$ cat config.mk
export PLATFORM = sky130hd
export DESIGN_NAME = seq_tx_101011_flat
export DESIGN_NICKNAME = d
export VERILOG_FILES = /design/src/rtl/seq_tx_101011_if.sv /design/src/rtl/seq_tx_101011.sv /design/src/flat_wrapper.sv
export SDC_FILE = /design/constraint.sdc
export NUM_CORES = 1
export LEC_CHECK = 0
export BUFFER_PORTS_ARGS = -buffer_cell sky130_fd_sc_hd__buf_2
export CAP_MARGIN = 20
export CORE_MARGIN = 2
export CORE_UTILIZATION = 40
export DETAILED_ROUTE_END_ITERATION = 8
export MAX_ROUTING_LAYER = met4
export PLACE_DENSITY_LB_ADDON = 0.15
export RECOVER_POWER = 100
export SETUP_SLACK_MARGIN = 0.4
export SLEW_MARGIN = 20
export SYNTH_ARGS = -nofsm -noshare
export SYNTH_HDL_FRONTEND = slang
export SYNTH_SLANG_ARGS = --single-unit
$ cat constraint.sdc
create_clock -name clk -period 2.4 [get_ports clk]
set_input_delay 0.48 -clock clk [delete_from_list [all_inputs] [get_ports clk]]
set_output_delay 0.48 -clock clk [all_outputs]
set_load 0.03 [all_outputs]
$ cat src/rtl/seq_tx_101011_if.sv
// Control/serial bundle between a 101011 frame transmitter and its controller.
// SEQ_TX_ERR_INJ_EN adds the err_inj request line.
interface seq_tx_101011_if #(
  parameter int unsigned CNT_W = 4,
  parameter int unsigned GAP_W = 4
);
  logic             start;
  logic [CNT_W-1:0] reps;
  logic [GAP_W-1:0] gap;
  logic             stop;
  logic             x;
  logic             x_vld;
  logic             sof;
  logic             busy;
  logic             done;
`ifdef SEQ_TX_ERR_INJ_EN
  logic             err_inj;
`endif

  modport master (
`ifdef SEQ_TX_ERR_INJ_EN
    output err_inj,
`endif
    output start, reps, gap, stop,
    input  x, x_vld, sof, busy, done
  );

  modport slave (
`ifdef SEQ_TX_ERR_INJ_EN
    input  err_inj,
`endif
    input  start, reps, gap, stop,
    output x, x_vld, sof, busy, done
  );
endinterface

$ cat src/rtl/seq_tx_101011.sv
// Serial 101011 frame transmitter, MSB first: single, repeated or continuous frames with idle gap.
// Define SEQ_TX_ERR_INJ_EN to add err_inj, which inverts the last bit of the next frame.
module seq_tx_101011 #(
  parameter int unsigned      PAT_W   = 6,
  parameter logic [PAT_W-1:0] PATTERN = 6'b101011,
  parameter int unsigned      CNT_W   = 4,
  parameter int unsigned      GAP_W   = 4
) (
  input logic            clk,
  input logic            rst,
  seq_tx_101011_if.slave bus
);

  localparam int unsigned IDX_W = (PAT_W > 1) ? $clog2(PAT_W) : 1;
  localparam logic [IDX_W-1:0] IDX_LAST = IDX_W'(PAT_W - 1);

  typedef enum logic [1:0] {StIdle, StSend, StGap, StDone} state_e;

  state_e           state_q, state_d;
  logic [IDX_W-1:0] idx_q, idx_d;
  logic [CNT_W-1:0] frm_cnt_q, frm_cnt_d;
  logic [GAP_W-1:0] gap_rld_q, gap_rld_d;
  logic [GAP_W-1:0] gap_cnt_q, gap_cnt_d;
  logic             stop_pend_q, stop_pend_d;
  logic             corrupt;

`ifdef SEQ_TX_ERR_INJ_EN
  logic corrupt_q, corrupt_d;
  assign corrupt = corrupt_q;
`else
  assign corrupt = 1'b0;
`endif

  always_ff @(posedge clk) begin
    if (rst) begin
      state_q     <= StIdle;
      idx_q       <= '0;
      frm_cnt_q   <= '0;
      gap_rld_q   <= '0;
      gap_cnt_q   <= '0;
      stop_pend_q <= 1'b0;
`ifdef SEQ_TX_ERR_INJ_EN
      corrupt_q   <= 1'b0;
`endif
    end else begin
      state_q     <= state_d;
      idx_q       <= idx_d;
      frm_cnt_q   <= frm_cnt_d;
      gap_rld_q   <= gap_rld_d;
      gap_cnt_q   <= gap_cnt_d;
      stop_pend_q <= stop_pend_d;
`ifdef SEQ_TX_ERR_INJ_EN
      corrupt_q   <= corrupt_d;
`endif
    end
  end

  always_comb begin
    state_d     = state_q;
    idx_d       = idx_q;
    frm_cnt_d   = frm_cnt_q;
    gap_rld_d   = gap_rld_q;
    gap_cnt_d   = gap_cnt_q;
    stop_pend_d = stop_pend_q;
`ifdef SEQ_TX_ERR_INJ_EN
    corrupt_d   = corrupt_q;
`endif
    unique case (state_q)
      StIdle: begin
        stop_pend_d = 1'b0;
        if (bus.start) begin
          state_d   = StSend;
          idx_d     = IDX_LAST;
          frm_cnt_d = bus.reps;
          gap_rld_d = bus.gap;
          gap_cnt_d = '0;
`ifdef SEQ_TX_ERR_INJ_EN
          corrupt_d = bus.err_inj;
`endif
        end
      end
      StSend: begin
        // A stop never truncates a frame; it is held until the last bit.
        if (bus.stop) stop_pend_d = 1'b1;
        if (idx_q != '0) begin
          idx_d = idx_q - IDX_W'(1);
        end else begin
`ifdef SEQ_TX_ERR_INJ_EN
          corrupt_d = bus.err_inj;
`endif
          if (frm_cnt_q != '0) frm_cnt_d = frm_cnt_q - CNT_W'(1);
          // frm_cnt_q == 0 means continuous mode, so only a count of 1 ends the run.
          if (frm_cnt_q == CNT_W'(1) || stop_pend_q || bus.stop) begin
            state_d = StDone;
          end else if (gap_rld_q == '0) begin
            idx_d = IDX_LAST;
          end else begin
            state_d   = StGap;
            gap_cnt_d = gap_rld_q;
          end
        end
      end
      StGap: begin
        if (gap_cnt_q != '0) gap_cnt_d = gap_cnt_q - GAP_W'(1);
        if (bus.stop) begin
          state_d = StDone;
        end else if (gap_cnt_q <= GAP_W'(1)) begin
          state_d = StSend;
          idx_d   = IDX_LAST;
        end
      end
      StDone: begin
        state_d     = StIdle;
        stop_pend_d = 1'b0;
        frm_cnt_d   = '0;
        gap_cnt_d   = '0;
`ifdef SEQ_TX_ERR_INJ_EN
        corrupt_d   = 1'b0;
`endif
      end
      default: state_d = StIdle;
    endcase
  end

  always_comb begin
    bus.x     = 1'b0;
    bus.x_vld = 1'b0;
    bus.sof   = 1'b0;
    bus.busy  = 1'b0;
    bus.done  = 1'b0;
    unique case (state_q)
      StSend: begin
        bus.x     = PATTERN[idx_q] ^ (corrupt && (idx_q == '0));
        bus.x_vld = 1'b1;
        bus.sof   = (idx_q == IDX_LAST);
        bus.busy  = 1'b1;
      end
      StGap:   bus.busy = 1'b1;
      StDone:  bus.done = 1'b1;
      default: ;
    endcase
  end

endmodule

$ cat src/flat_wrapper.sv
// flat-port wrapper written by rule: the top's interface ports become plain ports
module seq_tx_101011_flat 
#(
  parameter int unsigned      PAT_W   = 6,
  parameter logic [PAT_W-1:0] PATTERN = 6'b101011,
  parameter int unsigned      CNT_W   = 4,
  parameter int unsigned      GAP_W   = 4
)
  (clk, rst, bus_start, bus_reps, bus_gap, bus_stop, bus_x, bus_x_vld, bus_sof, bus_busy, bus_done);
  seq_tx_101011_if #(.CNT_W(CNT_W), .GAP_W(GAP_W)) bus_i ();
  input logic clk;
  input logic rst;
  input wire logic [$bits(bus_i.start)-1:0] bus_start;
  input wire logic [$bits(bus_i.reps)-1:0] bus_reps;
  input wire logic [$bits(bus_i.gap)-1:0] bus_gap;
  input wire logic [$bits(bus_i.stop)-1:0] bus_stop;
  output wire logic [$bits(bus_i.x)-1:0] bus_x;
  output wire logic [$bits(bus_i.x_vld)-1:0] bus_x_vld;
  output wire logic [$bits(bus_i.sof)-1:0] bus_sof;
  output wire logic [$bits(bus_i.busy)-1:0] bus_busy;
  output wire logic [$bits(bus_i.done)-1:0] bus_done;
  assign bus_i.start = bus_start;
  assign bus_i.reps = bus_reps;
  assign bus_i.gap = bus_gap;
  assign bus_i.stop = bus_stop;
  assign bus_x = bus_i.x;
  assign bus_x_vld = bus_i.x_vld;
  assign bus_sof = bus_i.sof;
  assign bus_busy = bus_i.busy;
  assign bus_done = bus_i.done;
  seq_tx_101011 #(.PAT_W(PAT_W), .PATTERN(PATTERN), .CNT_W(CNT_W), .GAP_W(GAP_W)) u_core (.clk(clk), .rst(rst), .bus(bus_i));
endmodule
Word-level counts from Yosys, hierarchy flattened
Memories as Yosys holds them, arrays and structs flattened. A register that Yosys moved wholly into a read port is not among the register bits.
Cells that the tools add are included.
{"block": "classes", "n_lt_le_gt_ge": 2, "muxes": 34, "add_sub_neg": 3, "reduce_logical": 18, "eq_ne": 18}
{"operator": "4-bit 2-to-1 mux", "n": 8}
{"operator": "3-bit 2-to-1 mux", "n": 8}
{"operator": "4-bit one-hot mux with 4 select lines", "n": 1}
{"operator": "2-bit 2-to-1 mux", "n": 6}
{"operator": "2-bit inequality test (second input constant)", "n": 6}
{"operator": "4-bit one-hot mux with 3 select lines", "n": 1}
{"operator": "3-bit by 2-bit inequality test with 1-bit output (second input constant)", "n": 3}
{"operator": "3-bit one-hot mux with 3 select lines", "n": 1}
{"operator": "3-bit nonzero test", "n": 3}
{"operator": "2-bit one-hot mux with 4 select lines", "n": 1}
{"operator": "4-bit AND reduction", "n": 2}
{"operator": "4-bit nonzero test", "n": 2}
{"operator": "4-bit by 1-bit subtractor with 4-bit output (second input constant)", "n": 2}
{"operator": "1-bit 2-to-1 mux", "n": 7}
{"operator": "2-bit by 1-bit inequality test with 1-bit output (second input constant)", "n": 3}
{"operator": "6-bit AND reduction", "n": 1}
{"operator": "5-bit AND reduction", "n": 1}
{"operator": "2-bit == test (second input constant)", "n": 2}
{"operator": "4-bit by 1-bit == test with 1-bit output (second input constant)", "n": 1}
{"operator": "4-bit by 1-bit <= comparator with 1-bit output (second input constant)", "n": 1}
{"operator": "4-bit zero test", "n": 1}
{"operator": "3-bit by 4-bit less-than comparator with 1-bit output (second input constant)", "n": 1}
{"operator": "2-bit AND reduction", "n": 2}
{"operator": "2-bit OR reduction", "n": 2}
{"operator": "8 further kinds", "n": 9}
{"block": "word_totals", "mem_count": 1, "word_cells": 82, "mem_bits_ro": 8, "in_bits": 12, "out_inout_bits": 5, "register_bits": 18}
{"memory": "(no name shown)", "words": 8, "word_bits": 1, "rd": 1, "rd_ports_with_merged_regs": 1, "wr": 0, "line": "seq_tx_101011.sv:133", "rtl": "bus.x = PATTERN[idx_q] ^ (corrupt && (idx_q == '0));"}

Depth between registers and ports, before layout
{"block": "depth", "word_depth": 8, "mapped_depth": 7, "depth_no_buf": 6}

Worst setup path after synthesis
No wires, ideal clock.
{"block": "synth_timing", "path_type": "reg2out", "startpoint": "register u_core.state_q[1]", "endpoint": "output port bus_sof", "arrival_ps": 2009, "required_ps": 1920, "stages_incl_launch_ff": 6, "slack_ps": -89, "n_path_buf": 1, "cell_sequence": "dfxtp_1 > inv_1 > ha_1 > clkbuf_1 > nand2_1 > nor3b_1"}
{"block": "synth_via", "elab_chain_cells": 2}
{"element": "start: declaration", "line": "seq_tx_101011.sv:19", "rtl": "state_e state_q, state_d;"}
{"element": "start signal: assignment", "line": "seq_tx_101011.sv:36", "rtl": "state_q <= StIdle;"}
{"element": "start signal: assignment", "line": "seq_tx_101011.sv:46", "rtl": "state_q <= state_d;"}
{"element": "2-bit by 1-bit == test with 1-bit output", "line": "seq_tx_101011.sv:131", "rtl": "unique case (state_q)"}
{"element": "1-bit 2-to-1 mux", "line": "seq_tx_101011.sv:131"}
{"element": "end: declaration", "line": "flat_wrapper.sv:19", "rtl": "output wire logic [$bits(bus_i.sof)-1:0] bus_sof;"}
Every way passes these cells.

Final worst setup path
{"block": "layout_timing", "startpoint": "register u_core.state_q[0]", "endpoint": "output port bus_busy"}
{"block": "layout_via", "elab_chain_cells": 3, "word_cells_on_any_way": 4, "classes_between": "2 x eq/ne; 1 x mux; 1 x reduce/logical"}
{"element": "2-bit by 1-bit == test with 1-bit output or 2-bit == test (tied branches)", "line": "seq_tx_101011.sv:131"}
{"element": "2-bit OR reduction (no source line) *"}
{"element": "1-bit 2-to-1 mux *", "line": "seq_tx_101011.sv:131"}
{"element": "end: declaration", "line": "flat_wrapper.sv:20", "rtl": "output wire logic [$bits(bus_i.busy)-1:0] bus_busy;"}
Mark *: on every way between the ends. The rest lies on a longest branch, timed or not.

==> run metrics <==
Die Wd=60.7 um; RR Endpoint=u_core.frm_cnt_q[0]; final setup fails=0; CP required=1920 ps; crit path capture type=output port; worst-skew pair later-pin latency=300 ps; Synthesized Nets=between 150 and 200; CTS Hold Buffers Added=0; post-synthesis async set-or-reset flop share=0; WL per Instance=between 10 and 15 um; drt drc=0; Setup CP Type=reg -> out; TNS Setup=0 ps; Worst setup endpoint=bus_busy; full die area=3690 um^2; P_int=slightly above 0.0009 W; largest stage delay on the critical path=~440 ps; drt first pass iters=4; vias in the first global route=about 1200; Worst Tran Pin Value=654 ps; sequential power share=0.294; switching power=0.000877 W; Max clock buf depth=2; Placer Congestion=around 0.78; row cnt=20; Hold Path Class=in -> reg; DR vias/cell=5.58; Achievable Freq=between 0.4 and 0.5 GHz; Synth Area in Simple Gates=0.279; Clock H-tree levels=1; DR vias=between 1000 and 1500; cell area after synthesis=1290 um^2; core area=3050 um^2; Comb pwr share=0.613; # fillers=335; Synth Area per Inst=~8 um^2; PortBufs=16; wirelength, routed=3090 um; Chip Height=around 61 um; first-pass GRT wire length=about 5300 um; Switching Share=0.487; minimum clock period=approximately 2100 ps; largest family of logic cells by synthesized area=simple AND/OR/NAND/NOR gates; Reg clk slew, reported paths=110 ps; synth unique cells=between 40 and 50; post-synthesis mux area share=0.00777; sequential area share after synthesis=0.295; initial antenna violation count=0; num ports=17; CP startpoint=u_core.state_q[0]; final hold slack=410 ps; DP Cell Count=roughly 210; worst path arrival time=~1600 ps; MaxCap Viol Count=0; Finished Core Util=0.479; slew margin rel.=0.559; Initial DRC Count=98; Synth Flop Type=dfxtp_1; worst reg2reg path depth=6; Compound-Gate Fraction of Synth Area=0.258; number of buffers created by CTS=3; adder-cell share of the synthesized area=0.0972; Starting Density=0.422; Final Max Slew Viols=0; Reg2Reg Setup Slack=approximately 350 ps; CTS sink count=19; ant diodes=0; status=finished clean; PD cells=between 1000 and 1500 nW/um^2; Clock power frac=0.093; placed cell area=~1400 um^2; root buffer cell=clkbuf_4; design area=between 1000 and 1500 um^2; worst-path cell chain=inv_1, ha_1, clkbuf_1; Layout Skew=approximately 3.8 ps; synth warn=0; leakage power=around 0.55 nW; CTS tree=built; GRT Util Overall=0.197; CP startpoint kind=register; Final ANT Viol Nets=0; area of the multi-input gates=between 800 and 900 um^2; Worst path slowest cell=ha_1; total congestion overflow=0; layout cell share with drive strength beyond 1=0.155; largest net degree at the start of global routing=19; Nets=just under 200; Final Cycle Share=0.873; RSZ-0062 raised after global routing=true; Mapped Cells=about 160; Synth Register Bits=19; Area Overhead vs Synth=13.6%; final-report hold violation count=0; RR Startpoint=u_core.state_q[0]; xor-xnor portion of the synthesized cell area=0.0136; VDD IR max=approximately 0.48 mV; count of non-filler cells in the finished layout=218; critical path peak fanout=8; number of synthesized flops with an enable pin=0; sequential cell area=383 um^2; HPWL Detailed=between 2000 and 2500 um
## synth_stat cells, drive strengths merged (2+ instances only)
| cell type | count | area share |
|---|---|---|
| nand3 | 6 | 0.023 |
| nor3 | 6 | 0.023 |
| clkbuf | 7 | 0.020 |
| nor4 | 3 | 0.026 |
| nor2b | 4 | 0.019 |
| nand4b | 4 | 0.027 |
| nand2 | 15 | 0.044 |
| ha | 10 | 0.097 |
| a22o | 2 | 0.014 |
| o41ai | 3 | 0.020 |
| a41oi | 2 | 0.014 |
| o31ai | 4 | 0.023 |
| o31a | 4 | 0.027 |
| a21oi | 13 | 0.051 |
| o41a | 2 | 0.017 |
| and3 | 2 | 0.0097 |
| a211oi | 2 | 0.012 |
| nor2 | 7 | 0.020 |
| nand4 | 3 | 0.015 |
| and2 | 2 | 0.0097 |
| xor2 | 2 | 0.014 |
| dfxtp | 19 | 0.30 |
| o21ai | 7 | 0.027 |
| inv | 9 | 0.026 |
| nor3b | 4 | 0.023 |
## cells in the final DEF (no fill, tap or decap), drive strengths merged, types with 2 or more instances in the layout
cell type / count
dfxtp: 19
buf: 16
nand2: 15
a21oi: 13
ha: 10
inv: 9
nor2: 7
o21ai: 7
clkbuf: 7
nor3: 6
nand3: 6
o31ai: 4
nor2b: 4
o31a: 4
nand4b: 4
nor3b: 4
o41ai: 3
nand4: 3
nor4: 3
o41a: 2
and2: 2
and3: 2
xor2: 2
a41oi: 2
a211oi: 2
a22o: 2
## power groups by stage
stage	logic (W)	clock network (W)	registers, W
detailed placement	0.00109	0	0.000525
global route	0.00124	0.000197	0.000545
CTS	0.00112	0.000180	0.000526
finish	0.00110	0.000168	0.000529
floorplan	0.000879	0	0.000481
global placement	0.00108	0	0.000520
## critical path, delay by kind of cell, from the launching register on
| family | cells | cell delay, ps |
|---|---|---|
| adders and majority gates | 1 | 440 |
| buffers and inverters | 2 | 460 |
| DFF | 1 | 410 |
## stage by stage
| step | setup WS, ps | total power (W) |
|---|---|---|
| 2_1_floorplan | 444 | 0.00136 |
| 3_3_place_gp | 525 | 0.00160 |
| 3_5_place_dp | 448 | 0.00162 |
| 4_1_cts | 430 | 0.00183 |
| 5_1_grt | 190 | 0.00198 |
| 6_report | 305 | 0.00180 |
## cell families after synthesis
family	count (synthesis)
AOI/OAI and AO/OA	47
xor gates and xnor gates	2
adders and majority gates	10
buffers and inverters	17
DFF	19
muxes	1
and+or+nand+nor	62
## area by class of cell
cell class,instances,share of cell area
clock buffer,3,0.0154
inverter,9,0.0231
sequential,19,0.262
clock inverter,1,0.00342
tap,44,0.0376
timing repair buffer,20,0.0719
multi-input combinational,122,0.587
## how the worst min path moves through the flow
stage / from / to / slack (ps) / cells past startpoint
4_1_cts: bus_gap[2] / u_core.gap_rld_q[2] / 400 / 3
3_5_place_dp: u_core.gap_rld_q[1] / u_core.gap_rld_q[1] / 480 / 2
5_1_grt: bus_gap[0] / u_core.gap_rld_q[0] / 410 / 3
6_report: bus_gap[2] / u_core.gap_rld_q[2] / 410 / 3
3_3_place_gp: u_core.gap_rld_q[0] / u_core.gap_rld_q[0] / 480 / 2
2_1_floorplan: u_core.gap_rld_q[2] / u_core.gap_rld_q[2] / 460 / 2
## state kept, by name, summed over array words and instances, names as in the netlist, named ones only
register / cells
u_core.state_q: 2
u_core.gap_cnt_q: 4
u_core.idx_q: 3
u_core.stop_pend_q: 1
u_core.frm_cnt_q: 4
u_core.gap_rld_q: 4
## layer usage
metal  share of wire  track usage
met1            0.48        0.255
met2            0.48        0.321
met3           0.030       0.0320
met4          0.0068       0.0497
met5               0            -
## timing repair
item	CTS	global route
buffers inserted	0	2
resized for setup	6	2
cloned	0	0
setup endpoints to repair	3	7
No activity file was read; power rests on OpenSTA's default activity.
